<file path="src/rtl/tick_countdown_pkg.sv">
// Shared types, limits and the time-update arithmetic for the race countdown.
package tick_countdown_pkg;

    typedef enum logic [1:0] {
        IDLE   = 2'd0,
        RUN    = 2'd1,
        PAUSED = 2'd2,
        DONE   = 2'd3
    } countdown_state_t;

    localparam logic [6:0] MAX_MIN = 7'd99;
    localparam logic [5:0] MAX_SEC = 6'd59;

    typedef struct packed {
        logic [6:0] mins;
        logic [5:0] secs;
    } race_time_t;

    // Decrement by one second (if requested), then add the bonus with carry
    // into minutes, saturating at 99:59. Decrementing 00:00 leaves it at 00:00.
    function automatic race_time_t update_time(
        input logic [6:0] mins,
        input logic [5:0] secs,
        input logic       doDec,
        input logic       doAdd,
        input logic [5:0] bonus
    );
        logic [7:0] m;
        logic [6:0] s;
        race_time_t result;
        m = {1'b0, mins};
        s = {1'b0, secs};
        if (doDec) begin
            if (s != 7'd0) begin
                s = s - 7'd1;
            end else if (m != 8'd0) begin
                m = m - 8'd1;
                s = 7'd59;
            end
        end
        if (doAdd) begin
            s = s + {1'b0, bonus};
            if (s >= 7'd60) begin
                s = s - 7'd60;
                m = m + 8'd1;
            end
            if (m > {1'b0, MAX_MIN}) begin
                m = {1'b0, MAX_MIN};
                s = {1'b0, MAX_SEC};
            end
        end
        result.mins = m[6:0];
        result.secs = s[5:0];
        return result;
    endfunction

endpackage

</file>
<file path="src/rtl/tick_countdown_bin2bcd99.sv">
// Combinational split of a 0..99 binary value into tens and ones BCD digits.
module bin2bcd99 (
    input  logic [6:0] i_bin,
    output logic [3:0] o_tens,
    output logic [3:0] o_ones
);

    // Constant divisor keeps this a small comparator/subtractor network.
    always_comb begin
        o_tens = 4'(i_bin / 7'd10);
        o_ones = 4'(i_bin % 7'd10);
    end

endmodule

</file>
<file path="src/rtl/tick_countdown.sv">
// Race countdown: holds remaining MM:SS, counts down on game-second ticks,
// handles load/start/pause/bonus and drives BCD digits plus low-time blink.
module tick_countdown
    import tick_countdown_pkg::*;
#(
    parameter int unsigned START_MIN = 1,
    parameter int unsigned START_SEC = 30,
    parameter int unsigned BONUS_SEC = 10,
    parameter int unsigned WARN_SEC  = 10
) (
    input  logic       clk,
    input  logic       reset,
    input  logic       tick,
    input  logic       blink_in,
    input  logic       load,
    input  logic       start,
    input  logic       pause,
    input  logic       add_bonus,
    output logic [3:0] min_tens,
    output logic [3:0] min_ones,
    output logic [3:0] sec_tens,
    output logic [3:0] sec_ones,
    output logic       running,
    output logic       time_up,
    output logic       expired,
    output logic       warn,
    output logic       display_en
);

    localparam logic [6:0] LOAD_MIN = 7'(START_MIN);
    localparam logic [5:0] LOAD_SEC = 6'(START_SEC);
    localparam logic [5:0] BONUS    = 6'(BONUS_SEC);
    localparam logic [5:0] WARN_LIM = 6'(WARN_SEC);

    countdown_state_t r_state;
    countdown_state_t w_nextState;
    logic [6:0]       r_mins;
    logic [5:0]       r_secs;
    logic             r_expired;
    logic [6:0]       w_nextMins;
    logic [5:0]       w_nextSecs;
    logic             w_nextExpired;
    logic             w_tickCounted;
    logic             w_bonusOk;
    race_time_t       w_upd;
    logic             w_lowTime;

    // Ticks count only while already running; a bonus is refused once expired.
    assign w_tickCounted = (r_state == RUN) && tick;
    assign w_bonusOk     = add_bonus && (r_state != DONE);
    assign w_upd         = update_time(r_mins, r_secs, w_tickCounted, w_bonusOk, BONUS);

    // Next state/time: load overrides everything, otherwise apply the merged update.
    always_comb begin
        w_nextState   = r_state;
        w_nextMins    = r_mins;
        w_nextSecs    = r_secs;
        w_nextExpired = 1'b0;
        if (load) begin
            w_nextState = IDLE;
            w_nextMins  = LOAD_MIN;
            w_nextSecs  = LOAD_SEC;
        end else begin
            if (r_state != DONE) begin
                w_nextMins = w_upd.mins;
                w_nextSecs = w_upd.secs;
            end
            case (r_state)
                IDLE, PAUSED: begin
                    if (start) begin
                        w_nextState = RUN;
                    end
                end
                RUN: begin
                    if (w_tickCounted && !add_bonus &&
                        (w_upd.mins == 7'd0) && (w_upd.secs == 6'd0)) begin
                        w_nextState   = DONE;
                        w_nextExpired = 1'b1;
                    end else if (pause) begin
                        w_nextState = PAUSED;
                    end
                end
                default: begin
                    w_nextState = r_state;
                end
            endcase
        end
    end

    // State, time and the expiry pulse register; reset reloads the start time.
    always_ff @(posedge clk or posedge reset) begin
        if (reset) begin
            r_state   <= IDLE;
            r_mins    <= LOAD_MIN;
            r_secs    <= LOAD_SEC;
            r_expired <= 1'b0;
        end else begin
            r_state   <= w_nextState;
            r_mins    <= w_nextMins;
            r_secs    <= w_nextSecs;
            r_expired <= w_nextExpired;
        end
    end

    bin2bcd99 u_minDigits (
        .i_bin  (r_mins),
        .o_tens (min_tens),
        .o_ones (min_ones)
    );

    bin2bcd99 u_secDigits (
        .i_bin  ({1'b0, r_secs}),
        .o_tens (sec_tens),
        .o_ones (sec_ones)
    );

    assign w_lowTime  = (r_mins == 7'd0) && (r_secs != 6'd0) && (r_secs <= WARN_LIM);
    assign warn       = w_lowTime && ((r_state == RUN) || (r_state == PAUSED));
    assign display_en = !(warn && !blink_in);
    assign running    = (r_state == RUN);
    assign time_up    = (r_state == DONE);
    assign expired    = r_expired;

endmodule

</file>
<file path="config.mk">
export PLATFORM = sky130hd
export DESIGN_NAME = tick_countdown
export DESIGN_NICKNAME = d
export VERILOG_FILES = /design/src/rtl/tick_countdown_pkg.sv /design/src/rtl/tick_countdown_bin2bcd99.sv /design/src/rtl/tick_countdown.sv
export SDC_FILE = /design/constraint.sdc
export NUM_CORES = 1
export LEC_CHECK = 0
export CAP_MARGIN = 10
export CORE_AREA = 4 4 127 68
export CTS_CLUSTER_SIZE = 16
export DETAILED_ROUTE_END_ITERATION = 10
export DIE_AREA = 0 0 131 72
export PLACE_DENSITY = 0.7
export RECOVER_POWER = 100
export SLEW_MARGIN = 0
export SYNTH_ARGS = -nofsm -noshare
export SYNTH_HDL_FRONTEND = slang
export SYNTH_HIERARCHICAL = 1
export SYNTH_SLANG_ARGS = --single-unit
</file>
<file path="constraint.sdc">
create_clock -name clk -period 4.8 [get_ports clk]
set_clock_uncertainty 0.1 [all_clocks]
set_input_delay 0.48 -clock clk [delete_from_list [all_inputs] [get_ports clk]]
set_output_delay 0.48 -clock clk [all_outputs]
set_load 0.01 [all_outputs]
</file>
==> results of run 1 <==
==> worst register-to-register path: cells and delay by family (launching register included) <==
family,cells,cell delay [ns]
compound gates,5,1.35
fa+ha+maj,2,0.41
flops,1,0.44
xor+xnor,1,0.18
buf+inv,4,0.58
simple gates,6,1.48
==> layer usage <==
layer | vias to the layer above | routed length (µm) | global-route usage
met1 | 1722 | 5190 | 0.350
met5 | - | 0 | 0
met2 | 226 | 4310 | 0.278
li1 | 1693 | - | -
met4 | 0 | 106 | 0.0365
met3 | 22 | 1290 | 0.0743
==> cell usage in the layout, fill, tap and decap left out, drive strengths merged, types with 5 or more instances in the layout <==
master	instances
o21ai	27
or3	13
and3	7
dfrtp	11
ha	13
xor2	5
buf	26
a21oi	19
or3b	5
dfstp	5
nand3	14
nor2b	7
inv	25
dlygate4sd3	14
nand2b	10
o21a	8
conb	9
o211ai	12
nor2	37
nand2	31
mux2i	12
nor4	6
a22oi	5
clkdlybuf4s50	13
xnor2	6
nor3b	5
a31oi	8
clkbuf	7
o311ai	6
nor3	15
a211oi	12
==> worst paths after layout <==
check	end	slack [ns]	startpoint
worst max-delay path	r_state[0]	0.18	r_secs[0]
worst min-delay path	r_state[1]	0.49	r_state[1]
worst max register to register	r_state[0]	0.18	r_secs[0]
worst min register to register	r_state[1]	0.49	r_state[1]
max in group asynchronous	r_secs[0]	3.48	reset
min in group asynchronous	r_mins[5]	0.66	reset
==> what timing repair did <==
action,CTS,global route
gates resized for setup,0,15
setup buffers,0,2
endpoints found under the setup margin,0,14
==> final cells by class <==
type / instances / area [µm²]
Fill cell: 701 / 3790
Multi-Input combinational cell: 364 / 2700
Timing Repair Buffer: 56 / 474
Sequential cell: 16 / 408
Tap cell: 100 / 125
Inverter: 25 / 93.8
Clock buffer: 4 / 88.8
==> power by group <==
part           internal, mW  total, mW  switching, mW  leakage, nW
Clock                 0.127      0.185         0.0578       0.0442
Sequential            0.157      0.185         0.0276        0.201
Combinational         0.338      0.821          0.483         1.22
==> kinds of logic (layout without fill, tap and decap cells) <==
group,count (synthesis),count (layout),synth area share
AOI/OAI and AO/OA,141,141,0.342
muxes,15,15,0.0461
buffers and inverters,53,85,0.0933
DFF,16,16,0.122
adders and majority gates,13,13,0.0487
xor gates and xnor gates,11,11,0.0288
other,1,9,0.00112
and+or+nand+nor,175,175,0.319
==> sequential cells by signal, indices dropped and copies added (netlist names) <==
name     cells
r_secs       6
expired      1
r_mins       7
r_state      2
==> stage by stage <==
step                      utilization  area, µm²  power [mW]  hold slack [ns]
after floorplan                     -       3370       0.719            0.290
after global placement          0.487       3740       0.944            0.458
after detailed placement        0.487       3740       0.960            0.467
after CTS                       0.499       3830        1.15            0.479
after global routing            0.507       3890        1.25            0.512
final                           0.507       3890        1.19            0.492
==> metrics.md, run 1 <==
| Metric | Value |
|---|---|
| Vias | 3663 |
| P per Cell Area | 306 nW/µm² |
| Crit path time final | 4.62 ns |
| Most frequent cell after synthesis | nor2_1 |
| Die Area | 9430 µm² |
| Reg2Reg Depth | 18 |
| Crit start category | register |
| Hold_buf cts | 0 |
| Mapped Cells | 425 |
| Tcrit/Tclk final | 0.962 |
| CTS Buffer Depth | 2 |
| Depth of the CTS H-tree | 1 |
| P&R area growth vs syn | 16.5% |
| GRT Resource Usage Total | 0.219 |
| Leakage power | 1.47 nW |
| CP Cell Sequence | inv_2 -> ha_1 -> buf_4 -> nor4b_4 -> nand3_2 -> a21o_2 -> xnor2_2 -> ha_1 -> inv_1 -> or3b_1 -> a222oi_1 -> buf_4 -> nor2_2 -> or3_4 -> a31oi_2 -> o32ai_4 -> o31a_1 -> nor2_1 |
| Top post-synthesis cells by area | dfrtp_1, ha_1, nor2_1, dfstp_2, mux2i_1 |
| Max incr delay on CP | 0.44 ns |
| Wire per inst | 19.3 µm |
| Fmax | 217 MHz |
| Synth async-reset ratio | 1.00 |
| Io pins | 29 |
| Largest area contributor in the netlist | dfrtp_1 |
| Drt drc | 0 |
| Final wirelength | 10900 µm |
| Hold path depth | 1 |
| WS Path Type | register to register |
| Synth unique cells | 99 |
| DIE WIDTH | 131 µm |
| Via density | 6.48 |
| Synth top cells by count | nor2_1, nand2_1, inv_1 |
| Worst Path Max Fanout | 7 |
| CP Depth | 18 |
| Top cell type's share of synthesized area | 0.0824 |
| Delay-heaviest family, CP | simple AND/OR/NAND/NOR gates |
| Mapped Area | 3340 µm² |
| Worst Path Required | 4.88 ns |
| Sequential cell area fraction in the yosys report | 0.122 |
| # nets final | 487 |
| Setup violations, final | 0 |
| Worst EP arrival | 4.70 ns |
| Placed cells | 558 |
| Final Max Slew Viols | 0 |
| Status | complete, no violations |
| Clk slew on worst S/H paths | 0.05 ns |
| Post-route ant nets | 0 |
| CORE AREA | 7680 µm² |
| Fin cells | 565 |
| Worst path slowest cell | dfrtp_2 |
| TNS Setup | 0 ns |
| Max-slew headroom | 0.294 |
| Post-route worst setup slack | 0.182 ns |
| Setup slack at placement | 0.0257 ns |
| GPL Wtd Cong | 0.949 |
| Seq cells post-synth | 16 |
| Final Hold Fails | 0 |
| Synth Area per Inst | 7.86 µm² |
| Primary FF master, synth | dfrtp_1 |
| Max-Cap Viols | 0 |
| Die H | 72 µm |
| Highest ir drop seen on vdd | 228 µV |
| CTS root buf | clkbuf_16 |
| CTS tree | yes |
| Hold Crit Class | register to register |
| Grt ovf | 0 |
| Vias in the first global route | 3139 |
| DRT iter0 DRCs | 478 |
| Cts bufs inserted | 3 |
| First-pass GRT wire length | 16600 µm |
| DR pass1 iterations | 5 |
| Post-synth EDFFs | 0 |
| Clock Sinks | 16 |
| Std cell rows | 23 |
| Clk Latency, worst-skew pair | 0.25 ns |
| Largest net degree at the start of global routing | 27 |
| CP Capture Type | register |
| Crit path buffers/inverters | 4 |
| Starting Density | 0.435 |
| ANT cells | 0 |
| I/O Buffers | 27 |
| Syn. warnings | 6 |
| Share of cells above drive strength 1 | 0.204 |
| DP HPWL | 8430 µm |
| Antenna violations before repair | 0 |
| Actual slew at the worst max-slew pin | 1.06 ns |
No activity file was read; power rests on OpenSTA's default activity.
==> run 2, diff against run 1 <==
--- a/config.mk
+++ b/config.mk
@@ -6,12 +6,14 @@
 export NUM_CORES = 1
 export LEC_CHECK = 0
 export CAP_MARGIN = 10
-export CORE_AREA = 4 4 127 68
+export CORE_AREA = 2 2 125 66
 export CTS_CLUSTER_SIZE = 16
 export DETAILED_ROUTE_END_ITERATION = 10
-export DIE_AREA = 0 0 131 72
+export DIE_AREA = 0 0 127 68
+export GPL_TIMING_DRIVEN = 1
 export PLACE_DENSITY = 0.7
 export RECOVER_POWER = 100
+export SETUP_SLACK_MARGIN = 0.2
 export SLEW_MARGIN = 0
 export SYNTH_ARGS = -nofsm -noshare
 export SYNTH_HDL_FRONTEND = slang
==> run 2 against run 1 <==
  * Critical path depth is 1 lower
  * Fmax is essentially flat
  * Register-to-register slack about the same
  * Final cell count up 0.35%
  * Sequential cell count unchanged
  * Power increased by 2.5%
  * Sequential power increased by 11%
  * Utilization up 1.4 points
  * Clock power about the same
  * Via count decreased by 2.1%
  * Clock-buffer cell count did not move
  * Critical path type unchanged
  * Critical endpoint is now r_state[1]
  * Largest cell class unchanged
==> metrics.md, run 2 (synthesis gave the netlist of run 1 again) <==
| Metric | Value |
|---|---|
| P per Cell Area | 306 nW/µm² |
| Fin cells | 567 |
| Internal | 646 µW |
| CTS root buf | clkbuf_16 |
| Fmax | 216 MHz |
| DR pass1 iterations | 7 |
| Die Area | 8640 µm² |
| DRT iter0 DRCs | 346 |
| Worst path slowest cell | dfstp_1 |
| Io pins | 29 |
| Highest ir drop seen on vdd | 197 µV |
| Register area | 407 µm² |
| Grt ovf | 0 |
| WS Path Type | register to register |
| Regs by FF count | r_mins x7, r_secs x6, r_state x2 |
| TNS Setup | 0 ns |
| Largest net degree at the start of global routing | 26 |
| Reg2Reg Depth | 17 |
| Max reg flops | 7 |
| Largest Register | r_mins |
| CTS tree | yes |
| DP HPWL | 8130 µm |
| Crit path time final | 4.62 ns |
| Switch Pwr | 574 µW |
| I/O Buffers | 27 |
| Setup violations, final | 0 |
| CP Capture Type | register |
| Antenna violations before repair | 0 |
| Hold path start | r_state[1] |
| # nets final | 489 |
| Setup slack at placement | 0.0453 ns |
| Min Hold Slack | 0.504 ns |
| Multi-input logic area | 2770 µm² |
| Max-Cap Viols | 0 |
| Worst Path Required | 4.84 ns |
| Worst Path Max Fanout | 8 |
| Commonest non-fill, non-tap cell in the layout | nor2_1 |
| Status | complete, no violations |
| Worst EP arrival | 4.66 ns |
| CORE AREA | 7650 µm² |
| Drt drc | 0 |
| Via density | 6.33 |
| Clk slew on worst S/H paths | 0.05 ns |
| Die H | 68 µm |
| Starting Density | 0.436 |
| Placed cells | 556 |
| Std cell rows | 23 |
| Reg power frac | 0.168 |
| DIE WIDTH | 127 µm |
| Fillers | 743 |
| Actual slew at the worst max-slew pin | 1.16 ns |
| Final wirelength | 10900 µm |
| Post-route worst setup slack | 0.180 ns |
| Clock Sinks | 16 |
| Max incr delay on CP | 0.75 ns |
| Reg2reg start | r_secs[4] |
| Clk Latency, worst-skew pair | 0.25 ns |
| Clk network pwr share | 0.150 |
| Vias | 3587 |
| P&R area growth vs syn | 19.3% |
| GPL Wtd Cong | 0.948 |
| Share of cells above drive strength 1 | 0.227 |
| GRT Resource Usage Total | 0.241 |
| Tcrit/Tclk final | 0.963 |
| Switching Share | 0.471 |
| Leakage power | 1.49 nW |
| Hold Crit Class | register to register |
| Final Hold Fails | 0 |
| Final Max Slew Viols | 0 |
| Most frequent cells in the layout | nor2_1, nand2_1, buf_4, o21ai_0, inv_1 |
| RSZ-0062 raised after global routing | false |
| CP startpoint | r_secs[4] |
| Max-slew headroom | 0.228 |
| Crit start category | register |
| Post-route ant nets | 0 |
| Cts bufs inserted | 3 |
| Depth of the CTS H-tree | 1 |
| CP Cell Sequence | nor2_1 -> a21o_1 -> o22a_1 -> ha_4 -> xnor2_2 -> ha_1 -> inv_1 -> or3b_4 -> a222oi_1 -> buf_4 -> clkdlybuf4s15_2 -> o211ai_1 -> a32oi_2 -> a21oi_2 -> o211ai_1 -> nor2_1 -> o31a_1 |
| Wire per inst | 19.2 µm |
| Logic gate share of total power | 0.682 |
| CTS Buffer Depth | 2 |
| Hold path depth | 1 |
| ANT cells | 0 |
| First-pass GRT wire length | 16400 µm |
| Vias in the first global route | 3045 |
-- run 2: path summary, 6_finish.rpt --
| kind | to | slack, ns |
|---|---|---|
| max in group asynchronous | r_mins[1] | 3.53 |
| min reg2reg | r_state[1] | 0.50 |
| min in group asynchronous | r_mins[3] | 0.65 |
| max | r_state[1] | 0.18 |
| max reg2reg | r_state[1] | 0.18 |
| min | r_state[1] | 0.50 |
-- run 2: what timing repair did --
action                     in CTS  in global routing
setup endpoints to repair       6                 14
setup buffers                   0                  6
cloned                          0                  1
resized for setup               2                 28
pin swaps                       0                 11
hold buffers                    0                  0
-- run 2: area by class of cell --
type,instances,area share
Tap cell,100,0.0314
Multi-Input combinational cell,364,0.695
Sequential cell,16,0.102
Inverter,25,0.0236
Clock buffer,4,0.0223
Timing Repair Buffer,58,0.125
-- run 2: metrics by stage --
step	util	area (µm²)	power, mW
global placement	0.487	3730	0.936
CTS	0.499	3820	1.14
detailed placement	0.487	3730	0.951
floorplan	-	3370	0.719
global route	0.520	3980	1.30
finish	0.520	3980	1.22
-- run 2: worst max-delay path, delay by kind of cell, from the launching register on --
kind	cells	cell delay [ns]
AOI/OAI and AO/OA	8	1.80
and+or+nand+nor	3	0.73
buffers and inverters	3	0.55
adders and majority gates	2	0.41
xor gates and xnor gates	1	0.17
DFF	1	0.75
-- run 2: per-layer routing --
metal,wire [µm],vias up,share of wire,global-route usage
met5,0,-,0,0
met4,116,0,0.011,0.0371
met3,1140,16,0.10,0.0500
met2,4320,165,0.40,0.321
met1,5300,1710,0.49,0.388
li1,-,1696,-,-
-- run 2: power by group through the flow --
stage                     Sequential [mW]  Combinational [mW]  Clock [mW]
after global routing                0.207               0.897       0.192
after floorplan                     0.179               0.540           0
after detailed placement            0.202               0.749           0
after global placement              0.201               0.735           0
after CTS                           0.200               0.755       0.185
final                               0.205               0.833       0.183
==> run 3, diff against run 2 <==
--- a/config.mk
+++ b/config.mk
@@ -11,7 +11,7 @@
 export DETAILED_ROUTE_END_ITERATION = 10
 export DIE_AREA = 0 0 127 68
 export GPL_TIMING_DRIVEN = 1
-export PLACE_DENSITY = 0.7
+export PLACE_DENSITY = 0.75
 export RECOVER_POWER = 100
 export SETUP_SLACK_MARGIN = 0.2
 export SLEW_MARGIN = 0
==> run 3 against run 2 <==
  * Register-to-register slack improved by 0.02 ns
  * Combinational power increased by 4.4%
  * Non-clock buffer count rose by 9
  * Die area stayed put
  * Critical path type unchanged
  * Largest cell class unchanged
==> metrics.md, run 3 (synthesis gave the netlist of run 1 again) <==
| Metric | Value |
|---|---|
| Final wirelength | 11000 µm |
| Share of cells above drive strength 1 | 0.233 |
| TNS Setup | 0 ns |
| Wire per inst | 19.0 µm |
| First-pass GRT wire length | 16500 µm |
| Fmax | 217 MHz |
| DP HPWL | 8340 µm |
| Placed Area | 3770 µm² |
| RSZ-0062 raised after global routing | true |
| Clock Sinks | 16 |
| Starting Density | 0.436 |
| Highest ir drop seen on vdd | 259 µV |
| Crit path time final | 4.60 ns |
| Internal | 653 µW |
| Status | complete, no violations |
| Largest net degree at the start of global routing | 27 |
| Std cell rows | 23 |
| Actual slew at the worst max-slew pin | 1.11 ns |
| ANT cells | 0 |
| DIE WIDTH | 127 µm |
| Most frequent cells in the layout | nor2_1, buf_4, nand2_1, inv_1, o21ai_0 |
| CP Capture Type | register |
| Depth of the CTS H-tree | 1 |
| GRT Resource Usage Total | 0.243 |
| Logic gate share of total power | 0.705 |
| Antenna violations before repair | 0 |
| Fin cells | 576 |
| Leakage power | 1.54 nW |
| Regs by FF count | r_mins x7, r_secs x6, r_state x2 |
| Switching Share | 0.471 |
| Clk slew on worst S/H paths | 0.05 ns |
| WS Path Type | register to register |
| Switch Pwr | 580 µW |
| Tcrit/Tclk final | 0.958 |
| GPL Wtd Cong | 1.03 |
| Drt drc | 0 |
| Final Max Slew Viols | 0 |
| # nets final | 498 |
| Vias | 3725 |
| CTS tree | yes |
| Worst Path Required | 4.83 ns |
| Post-route ant nets | 0 |
| Die Area | 8640 µm² |
| Setup violations, final | 0 |
| DR pass1 iterations | 5 |
| Max-slew headroom | 0.257 |
| CTS root buf | clkbuf_16 |
| Hold Crit Class | register to register |
| CORE AREA | 7650 µm² |
| Worst EP arrival | 4.63 ns |
| Clk Latency, worst-skew pair | 0.25 ns |
| Crit start category | register |
| I/O Buffers | 27 |
| Max-Cap Viols | 0 |
| Reg power frac | 0.148 |
| Grt ovf | 0 |
| P&R area growth vs syn | 20.0% |
| Largest Register | r_mins |
| Die H | 68 µm |
| Io pins | 29 |
| Cts bufs inserted | 3 |
| Max reg flops | 7 |
| Final Hold Fails | 0 |
| CTS Buffer Depth | 2 |
| Vias in the first global route | 3135 |
| Clk network pwr share | 0.147 |
| Via density | 6.47 |
| Layout Cell Area excl Fill | 4010 µm² |
| Worst Path Max Fanout | 8 |
| P per Cell Area | 308 nW/µm² |
| DRT iter0 DRCs | 436 |
| Hold_buf cts | 0 |
| Placed cells | 561 |
[run 3: area by class of cell]
class	instances	area, µm²
clock buffers	4	88.8
fillers	689	3650
inverters	25	93.8
multi-input cells	364	2740
flip-flops and latches	16	407
well taps	100	125
repair buffers	67	556
[run 3: worst paths after layout]
kind	start	end	slack, ns	cells after the start
worst min register to register	r_state[1]	r_state[1]	0.53	1
worst min-delay path	r_state[1]	r_state[1]	0.53	1
min in group asynchronous	reset	r_mins[1]	0.64	2
worst max register to register	r_secs[1]	r_mins[4]	0.20	20
max in group asynchronous	reset	r_state[1]	3.56	2
worst max-delay path	r_secs[1]	r_mins[4]	0.20	20
[run 3: power by group through the flow]
stage / clock network [mW] / registers [mW] / logic [mW]
floorplan: 0 / 0.179 / 0.540
global placement: 0 / 0.180 / 0.770
detailed placement: 0 / 0.181 / 0.788
CTS: 0.183 / 0.178 / 0.795
global route: 0.190 / 0.184 / 0.925
finish: 0.181 / 0.182 / 0.870
[run 3: critical path, stage by stage, from the launching register on]
cell	delay (ns)
dfstp_2	0.52
inv_1	0.05
ha_1	0.19
nor3b_4	0.17
a21o_1	0.22
o22a_1	0.26
ha_4	0.20
xnor2_2	0.15
ha_1	0.22
inv_1	0.10
or3b_1	0.43
a222oi_1	0.35
buf_4	0.24
or2_4	0.16
a22oi_1	0.07
buf_4	0.16
a21boi_4	0.28
buf_4	0.17
buf_4	0.10
a211oi_2	0.05
a211oi_1	0.28
[run 3: layer usage]
layer / GRT usage / part of all wire / vias up
met5: 0 / 0 / -
met4: 0.0234 / 0.0068 / 0
met3: 0.0657 / 0.13 / 18
met2: 0.341 / 0.39 / 232
met1: 0.375 / 0.47 / 1767
li1: - / - / 1708
[run 3: what timing repair did]
item,in CTS,in global routing
pin swaps,0,10
cloned,0,1
buffers inserted,0,10
endpoints found under the setup margin,4,14
resized for setup,2,24
hold endpoints to repair,0,0
[run 3: metrics by stage]
| stage | hold slack [ns] | setup WS (ns) | power [mW] | util |
|---|---|---|---|---|
| finish | 0.528 | 0.202 | 1.23 | 0.524 |
| global route | 0.562 | 0.0669 | 1.30 | 0.524 |
| CTS | 0.523 | 0.214 | 1.16 | 0.504 |
| detailed placement | 0.524 | -0.00149 | 0.969 | 0.492 |
| global placement | 0.459 | 0.273 | 0.950 | 0.492 |
| floorplan | 0.290 | 0.472 | 0.719 | - |
